`src/rtl/timer_arbiter.sv`:
```
// Round-robin arbiter sharing one one-minute timer among NUM_REQ requesters; optional TIMER_ARB_STATS_EN enables expired_count.
// Latency: grant/timer_start one edge after req is seen in IDLE; done one edge after timesup; one CLEAR cycle minimum.
// Backpressure: requesters hold req until done (dropping it aborts); requests seen outside IDLE wait for the next IDLE.
module timer_arbiter #(
  parameter int NUM_REQ = 4,
  parameter int IDX_W   = 3
) (
  input  logic               clock,
  input  logic               reset_n,
  input  logic [NUM_REQ-1:0] req,
  output logic [NUM_REQ-1:0] grant,
  output logic [NUM_REQ-1:0] done,
  output logic               timer_start,
  input  logic               timer_timesup,
  output logic               busy,
  output logic [7:0]         expired_count
);

  typedef enum logic [1:0] {
    S_IDLE  = 2'd0,
    S_RUN   = 2'd1,
    S_CLEAR = 2'd2
  } state_t;

  state_t             state, state_nxt;
  logic [IDX_W-1:0]   ptr, ptr_nxt, sel_idx;
  logic               sel_vld;
  logic [NUM_REQ-1:0] req_rot;
  logic [NUM_REQ-1:0] grant_nxt, done_nxt;
  logic               start_nxt;

  // Rotate req so bit 0 is the requester just after the pointer, then take the first set bit
  always_comb begin
    req_rot = NUM_REQ'({req, req} >> (ptr + IDX_W'(1)));
    sel_vld = 1'b0;
    sel_idx = ptr;
    for (int i = 0; i < NUM_REQ; i++) begin
      if (!sel_vld && req_rot[i]) begin
        sel_vld = 1'b1;
        sel_idx = IDX_W'((int'(ptr) + 1 + i) % NUM_REQ);
      end
    end
  end

  // Next-state and next-output decode; the owner is the single set bit of grant
  always_comb begin
    state_nxt = state;
    ptr_nxt   = ptr;
    grant_nxt = grant;
    done_nxt  = '0;
    start_nxt = timer_start;
    case (state)
      S_IDLE: begin
        grant_nxt = '0;
        start_nxt = 1'b0;
        if (sel_vld) begin
          grant_nxt = NUM_REQ'(1) << sel_idx;
          start_nxt = 1'b1;
          ptr_nxt   = sel_idx;
          state_nxt = S_RUN;
        end
      end
      S_RUN: begin
        // Expiry takes precedence over an abort seen in the same cycle
        if (timer_timesup) begin
          done_nxt  = grant;
          grant_nxt = '0;
          start_nxt = 1'b0;
          state_nxt = S_CLEAR;
        end else if ((req & grant) == '0) begin
          grant_nxt = '0;
          start_nxt = 1'b0;
          state_nxt = S_CLEAR;
        end
      end
      S_CLEAR: begin
        grant_nxt = '0;
        start_nxt = 1'b0;
        // Hold here until the timer has dropped timesup
        if (!timer_timesup) state_nxt = S_IDLE;
      end
      default: begin
        grant_nxt = '0;
        start_nxt = 1'b0;
        state_nxt = S_IDLE;
      end
    endcase
  end

  // State, pointer and registered outputs; reset clears outputs without a clock edge
  always_ff @(posedge clock or negedge reset_n) begin
    if (!reset_n) begin
      state       <= S_IDLE;
      ptr         <= IDX_W'(NUM_REQ - 1);
      grant       <= '0;
      done        <= '0;
      timer_start <= 1'b0;
      busy        <= 1'b0;
    end else begin
      state       <= state_nxt;
      ptr         <= ptr_nxt;
      grant       <= grant_nxt;
      done        <= done_nxt;
      timer_start <= start_nxt;
      busy        <= (state_nxt != S_IDLE);
    end
  end

`ifdef TIMER_ARB_STATS_EN
  logic [7:0] expired_cnt;

  // Count completed intervals alongside the done pulse, saturating at 255
  always_ff @(posedge clock or negedge reset_n) begin
    if (!reset_n) begin
      expired_cnt <= 8'd0;
    end else if ((done_nxt != '0) && (expired_cnt != 8'hFF)) begin
      expired_cnt <= expired_cnt + 8'd1;
    end
  end

  assign expired_count = expired_cnt;
`else
  assign expired_count = 8'd0;
`endif

endmodule

```
`config.mk`:
```
export PLATFORM = sky130hd
export DESIGN_NAME = timer_arbiter
export DESIGN_NICKNAME = d
export VERILOG_FILES = /design/src/rtl/timer_arbiter.sv
export SDC_FILE = /design/constraint.sdc
export NUM_CORES = 1
export LEC_CHECK = 0
export CORE_MARGIN = 3
export CORE_UTILIZATION = 55
export CTS_CLUSTER_SIZE = 16
export DETAILED_ROUTE_END_ITERATION = 8
export DONT_BUFFER_PORTS = 1
export GPL_TIMING_DRIVEN = 0
export MAX_ROUTING_LAYER = met4
export PLACE_DENSITY_LB_ADDON = 0.2
export SYNTH_ARGS = -nofsm -noshare
export SYNTH_HDL_FRONTEND = slang
export SYNTH_SLANG_ARGS = --single-unit
export TNS_END_PERCENT = 5
```
`constraint.sdc`:
```
create_clock -name clock -period 2.1 [get_ports clock]
set_input_delay 0.42 -clock clock [delete_from_list [all_inputs] [get_ports clock]]
set_output_delay 0.42 -clock clock [all_outputs]
set_load 0.005 [all_outputs]
```
# Yosys cells after proc, flatten, opt, wreduce, memory -nomap -nowiden

Cells that the tools add are included.
W data, S select, Z words.

Shift operators: 2
Equality and inequality tests: 3
Reduce and logical (&&, ||, !) cells: 14
Divide/modulo/power cells: 0
Muxes and demuxes: 23
$mul: 0
Add/subtract/negate cells: 5
Order comparisons: 0
Bitwise operators: 5

Operator list:

| operator              | number |
|---|---|
| $mux W4               | 5 |
| $mux W3               | 4 |
| $mux W2               | 4 |
| $pmux W4 S2           | 1 |
| $reduce_or A2 Y1      | 4 |
| $shr A8 B3 Y4         | 1 |
| $mux W1               | 7 |
| $pmux W2 S3           | 1 |
| $add A2 B1 Y2 const B | 2 |
| $add A2 B2 Y2 const B | 2 |
| $and A1 B1 Y1 const A | 4 |
| $and A4 B4 Y4         | 1 |
| $logic_not A4 Y1      | 1 |
| $shl A1 B3 Y4 const A | 1 |
| $add A3 B1 Y3 const B | 1 |
| $logic_and A1 B1 Y1   | 3 |
| $logic_not A1 Y1      | 3 |
| $ne A3 B3 Y1 const B  | 1 |
| $eq A2 B1 Y1 const B  | 1 |
| $eq A2 B2 Y1 const B  | 1 |
| $logic_not A2 Y1      | 1 |
| $pmux W1 S2           | 1 |
| $reduce_and A2 Y1     | 1 |
| $reduce_bool A2 Y1    | 1 |

Memories kept: 0
Bits in writable memories: 0
Bits in read-only memories: 0
Input port bits: 7
Register bits: 15
Latch bits: 0
Word-level logic and storage cells: 58

# Logic depth before layout (Yosys ltp)

Gate-level depths: netlist of the first run.

Depth in word-level cells: 15
Depth in mapped cells: 9
Mapped depth without buffers: 7

# Worst setup path after synthesis of the first run

Ideal clock, no wire load.

Path type: register -> register
Start point: reg ptr[0]
End point: reg grant[1]
Stages on the path, launching flop included: 9
Arrival time: 2042 ps
Setup slack: -63 ps
Data required time: 1979 ps
Path buffers: 1
Cell sequence: dfstp_2 > ha_1 > buf_6 > mux2_4 > a21oi_2 > nand2_1 > a32o_1 > a31o_1 > a22o_1

Cells in the longest elaborated chain, start to end: 15

RTL lines:

| what                   | RTL line | RTL |
|---|---|---|
| from (decl)            | 26       | `logic [IDX_W-1:0] ptr, ptr_nxt, sel_idx;` |
| from (signal assigned) | 94       | `ptr <= IDX_W'(NUM_REQ - 1);` |
| from (signal assigned) | 101      | `ptr <= ptr_nxt;` |
| $add A3 B1 Y3          | 34       | `req_rot = NUM_REQ'({req, req} >> (ptr + IDX_W'(1)));` |
| $shr A8 B3 Y4          | 34       |  |
| $mux W1                | 38       | `if (!sel_vld && req_rot[i]) begin` |
| $logic_not A1 Y1       | 38       |  |
| $logic_and A1 B1 Y1    | 38       |  |
| $mux W1                | 38       |  |
| $logic_not A1 Y1       | 38       |  |
| $logic_and A1 B1 Y1    | 38       |  |
| $mux W1                | 38       |  |
| $logic_not A1 Y1       | 38       |  |
| $logic_and A1 B1 Y1    | 38       |  |
| $mux W3                | 38       |  |
| $shl A1 B3 Y4          | 57       | `grant_nxt = NUM_REQ'(1) << sel_idx;` |
| $mux W4 (*)            | 56       | `if (sel_vld) begin` |
| $pmux W4 S2 (*)        | 52       | `case (state)` |
| to (signal assigned)   | 102      | `grant <= grant_nxt;` |
| to (decl)              | 11       | `output logic [NUM_REQ-1:0] grant,` |

Every way passes the cells marked *; elsewhere a longest branch is shown, timed or not.
A chain may end at the register's enable or synchronous reset.

# Final worst setup path of the first run

Start point: reg ptr[1]
End point: reg grant[1]

The elaborated chain is that of the path after synthesis.

==> results of run 1 <==
[stage by stage]
step           cell area, um^2  util [%]  hold WS, ns  cells
6_report                  1210      74.0        0.288    140
3_3_place_gp              1070      65.9        0.125    129
5_1_grt                   1210      74.0        0.270    140
2_1_floorplan             1040         -        0.124    105
3_5_place_dp              1070      65.9        0.125    129
4_1_cts                   1170      71.7        0.282    138
[state kept, by name, summed over array words and instances (netlist names)]
name	count
done	4
grant	4
ptr	3
state	2
busy	1
timer_start	1
[cell families after synthesis]
| logic type | after synthesis |
|---|---|
| AND/OR/NAND/NOR | 32 |
| buffers and inverters | 15 |
| adder cells (fa/ha/maj) | 1 |
| XOR/XNOR | 2 |
| other | 1 |
| flip-flops | 15 |
| multiplexers | 5 |
| AO/OA/AOI/OAI | 27 |
[cell usage after synthesis, drive strengths merged, types with 2 or more instances]
library cell	count	area, um^2
a31oi	2	18.8
a22o	3	26.3
and3	6	42.5
and2	2	12.5
dfrtp	13	325
o21ai	6	30.0
inv	3	11.3
nand3b	2	15.0
dfstp	2	52.6
nand2b	4	32.5
a221oi	2	17.5
mux2i	3	42.5
buf	11	86.3
nand3	2	10.0
nor3b	2	15.0
nand2	8	30.0
a22oi	4	30.0
nor2	3	13.8
a21oi	4	27.5
mux2	2	30.0
xnor2	2	36.3
[path summary, 6_finish.rpt]
check,endpoint,slack (ns),cells past startpoint
min in group asynchronous,grant[1],0.61,1
min,done[1],0.29,1
max reg2reg,grant[1],-0.02,7
max,grant[1],-0.02,7
max in group asynchronous,busy,1.07,1
min reg2reg,timer_start,0.53,2
[area by class of cell]
type                            count  area [um^2]
Buffer                             11         82.6
Clock buffer                        4         26.3
Fill cell                         122          423
Inverter                            3         11.3
Multi-Input combinational cell     75          616
Sequential cell                    15          378
Tap cell                           24         30.0
Timing Repair Buffer                8         62.6
[where the power goes]
group | internal, W | total [W] | switching (W)
clock | 0.0000737 | 0.000161 | 0.0000872
sequential | 0.000389 | 0.000462 | 0.0000726
combinational | 0.000776 | 0.00153 | 0.000751
[critical path, cell delays in order, from the launching register on]
cell	delay (ns)
dfstp_2	0.57
ha_4	0.24
mux2_4	0.34
a21oi_4	0.16
nand2_1	0.07
a32o_2	0.24
a31o_1	0.22
a22o_1	0.18
[metal layers]
layer  up-vias  wire length (um)  track usage, %
met5         -                 0               -
li1        375                 -               -
met3         0               220            7.95
met4         0                 0            2.37
met1       369               934            26.3
met2        50               974            29.6
[timing repair]
item                       in CTS  in global routing
setup buffers                   5                  2
hold endpoints to repair       15                  0
gates resized for setup         4                  6
setup endpoints to repair      10                  6
cloned                          0                  0
hold buffers                    1                  0
pin swaps                       7                  5
==> results.ini, run 1 <==
[pwr]
power_density_nw_per_um2=1780
p_leak_nw=0.563
power.total_w=0.00215
vdd_drop_max_v=0.00113

[sta]
fmax_ghz=0.472
maxSlewViolCount=0
worst_slew_pin_slew_ns=0.669
rsz0062_at_grt=yes
period_share_pct=101
report.final.hold_viol_count=0
finalWorstSetupSlack_ns=-0.0183
slew_headroom_pct=55.3
setup_viol=4
fin_setup_tns_ns=-0.0555
fin_crit_ns=2.12
skew_ns=0.00215

[global_routing]
antenna_found_initial=0
grt_start_max_net_pins=16
grt_pass1_wl_mm=3.59
overflow=0
track_usage_pct=19.9
grt_pass1_vias=754

[finish]
antenna_cells=0
layout_commonest_cell=buf_4
fin_nets=125
area_growth_pct=18.6
final_cell_mix=buf_4 (16), dfrtp_1 (13), nand2_1 (8), conb_1 (8), and3_1 (5)
drive_gt1_share_pct=37.1

[detailed_routing]
vias=794
drt-total-wl_mm=2.13
drc=0
viasPerCell=5.67
drt_pass1_iterations=4
drtAntennaViolNets=0
drt-initial-drc-count=20
wl_per_cell_um=15.2

[floorplanning]
dieArea_um2=2400
chipWidth_um=49.0
ios=25
core_area_um2=1630
initial_core_util_pct=62.4
die_y_um=49.0
std_cell_rows=14

[setup_path]
setup.worst_path.start=ptr[1]
crit_arrival_ns=2.29
cp_max_fo=7
crit_path_end_kind=flop
reg2reg_from=ptr[1]
crit_type=flop to flop
worstPathRequired_ns=2.28
cp-start-kind=flop

[clock_tree]
root_buffer=clkbuf_4
cts-htree-levels=1
clk_path_buf_depth=2
path_clk_slew_ns=0.08
clock-sinks=15
clock_latency_ns=0.28
cts_tree=built
cts-buffers-inserted=3

[synthesis]
synthFlopType=dfrtp_1
syn_area_per_cell_um2=10.4
synthArstFlopShare_pct=100
seq_area_frac_synth_pct=37.1
yosys_warnings=0
synth-compound-area-share_pct=21.3
ys_ff_latch=15
netlist_instances=98
muxShareOfSynthArea_pct=7.13
synth_top_family_by_area=compound AO/OA/AOI/OAI gates
synth-xor-area-share_pct=3.57
yosys.area_share.simple_pct=18.9
synthAdderAreaFrac_pct=1.23
synth.cell_area_um2=1020
synth_cell_types=43
synth_edf_count=0

[place]
dp_hpwl_mm=1.52
place_congestion=0.855
dp_slack_ns=-0.243
io_buffers=0

[status]
status=complete, but fails checks
violations=setup timing

[flow_run]
cap_violations=0

[worst_hold_path]
hold_class=primary input to flop
worstHoldStart=timer_timesup

Power figures use the tool's default switching activity.
==> run 2, diff against run 1 <==
- PLACE_DENSITY: unset -> 0.72
- PLACE_DENSITY_LB_ADDON: 0.2 -> unset
==> run 2 against run 1 <==
Compared with the run above:
- largest power group unchanged
- non-clock buffer count shrank 4
- wire length shrank 6.7%
- the run still ends with setup timing left
- via count is 5.8% lower
- worst setup slack barely moved
- cell count down 2.9%
==> results.ini, run 2 (same netlist as run 1, synthesis figures left out) <==
[detailed_routing]
drt_pass1_iterations=4  ; unchanged
wl_per_cell_um=14.6  ; -3.9%
drtAntennaViolNets=0  ; unchanged
viasPerCell=5.50  ; -3.0%
drt-initial-drc-count=8  ; -60%
vias=748  ; -5.8%
drc=0  ; unchanged
drt-total-wl_mm=1.99  ; -6.7%

[finish]
post-route-util_pct=71.4  ; -2.6 points
antenna_cells=0  ; unchanged
drive_gt1_share_pct=33.0  ; -4.0 points
fin_nets=121  ; -3.2%
area_growth_pct=14.4
top_regs=done (4), grant (4), ptr (3)
final_cell_mix=dfrtp_1 (13), buf_4 (11), nand2_1 (8), conb_1 (8), and3_1 (5)
layout_commonest_cell=dfrtp_1
fin_area_um2=1160  ; -3.5%

[global_routing]
overflow=0  ; unchanged
grt_pass1_vias=742  ; -1.6%
antenna_found_initial=0  ; unchanged
grt_start_max_net_pins=16  ; unchanged
track_usage_pct=18.6  ; -1.3 points
grt_pass1_wl_mm=3.36  ; -6.5%

[setup_path]
critical-path-slowest-cell=dfstp_2
crit_arrival_ns=2.30  ; about the same
path_cells=ha_4 -> mux2_4 -> a21oi_4 -> nand2_1 -> a32o_2 -> a31o_1 -> a22o_1
cp_max_fo=7  ; unchanged
cp.depth=7  ; unchanged
crit_path_end_kind=flop
critPathMaxStageDelay_ns=0.56  ; about the same
crit_family=compound AO/OA/AOI/OAI gates
rr_worst_depth=7  ; unchanged
worstPathRequired_ns=2.28  ; about the same
cp-start-kind=flop
crit_type=flop to flop
cp.buffers_inverters=0  ; unchanged

[sta]
whs_ns=0.272  ; -0.0157 ns
worst_slew_pin_slew_ns=0.650  ; -0.0185 ns
skew_ns=0.00718  ; +0.00503 ns
finalWorstSetupSlack_ns=-0.0187  ; -0.000400 ns
period_share_pct=101  ; about the same
maxSlewViolCount=0  ; unchanged
setup_viol=2  ; -2
report.final.hold_viol_count=0  ; unchanged
fmax_ghz=0.472  ; about the same
slew_headroom_pct=56.5  ; +1.2 points
rsz0062_at_grt=yes
fin_crit_ns=2.12  ; +0.000400 ns
fin_setup_tns_ns=-0.0337  ; +0.0217 ns

[pwr]
p_leak_nw=0.544  ; -3.3%
power_density_nw_per_um2=1760  ; -1.4%
power.total_w=0.00204  ; -4.9%
vdd_drop_max_v=0.00120  ; +6.3%

[clock_tree]
root_buffer=clkbuf_4
clock-sinks=15  ; unchanged
cts_tree=built
clock_latency_ns=0.29  ; about the same
path_clk_slew_ns=0.09  ; about the same
cts-buffers-inserted=3  ; unchanged
clk_path_buf_depth=2  ; unchanged
cts-htree-levels=1  ; unchanged

[place]
io_buffers=0  ; unchanged
dp_hpwl_mm=1.47  ; -3.5%
place_congestion=0.825  ; -3.5%
placedInstanceArea_um2=1070  ; unchanged

[floorplanning]
core_area_um2=1630  ; unchanged
die_y_um=49.0  ; unchanged
chipWidth_um=49.0  ; unchanged
ios=25  ; unchanged
initial_core_util_pct=62.4  ; unchanged
std_cell_rows=14  ; unchanged
dieArea_um2=2400  ; unchanged

[worst_hold_path]
hold_class=primary input to flop
whs_path_depth=1  ; unchanged

[status]
violations=setup timing
status=complete, but fails checks

[flow_run]
cap_violations=0  ; unchanged

[run 2: cell types whose count changed in the layout (fill, tap and decap cells not counted), sizes merged]
cell,delta
clkinv,+1
buf,-5
[run 2: worst register-to-register path, delay by kind of cell (launching register included)]
family          cells  cell delay, ns
fa+ha+maj           1            0.24
compound gates      4            0.80
mux                 1            0.34
simple gates        1            0.07
flops               1            0.56
[run 2: per-layer routing]
metal / share of wire (%) / up-vias / global-route usage, %
met4: 0.70 / 0 / 3.79
met3: 8.5 / 2 / 6.42
met2: 44 / 32 / 29.6
met5: 0 / - / -
li1: - / 367 / -
met1: 47 / 347 / 22.9
[run 2: final timing paths]
check	from	end	slack (ns)
hold / removal	timer_timesup	done[2]	0.27
setup reg to reg	ptr[0]	grant[1]	-0.02
setup / recovery	ptr[0]	grant[1]	-0.02
min in group asynchronous	reset_n	done[0]	0.58
max in group asynchronous	reset_n	state[0]	1.09
hold reg to reg	timer_start	timer_start	0.52
[run 2: area by class of cell]
| cell class | instances | area, um^2 |
|---|---|---|
| Fill cell | 127 | 465 |
| Timing Repair Buffer | 4 | 32.5 |
| Tap cell | 24 | 30.0 |
| Multi-Input combinational cell | 75 | 602 |
| Clock inverter | 1 | 5.00 |
| Sequential cell | 15 | 378 |
| Inverter | 3 | 11.3 |
| Buffer | 11 | 82.6 |
| Clock buffer | 3 | 22.5 |
[run 2: where the power goes]
group          leakage (nW)  internal, W  switching [W]
logic                 0.333     0.000691       0.000725
clock network        0.0177    0.0000710      0.0000966
registers             0.194     0.000389      0.0000712
total                 0.544      0.00115       0.000893
[run 2: timing repair]
action,4_1_cts,5_1_grt
buffers inserted,3,0
pin swaps,4,3
gates resized for setup,6,0
hold buffers,1,0
endpoints found under the setup margin,10,6
endpoints found under the hold margin,15,0
[run 2: metrics by stage]
stage / cells / setup slack (ns)
final: 136 / -0.0187
after global routing: 136 / -0.101
after CTS: 136 / -0.0179
after detailed placement: 129 / -0.228
after global placement: 129 / -0.197
after floorplan: 105 / -0.0633
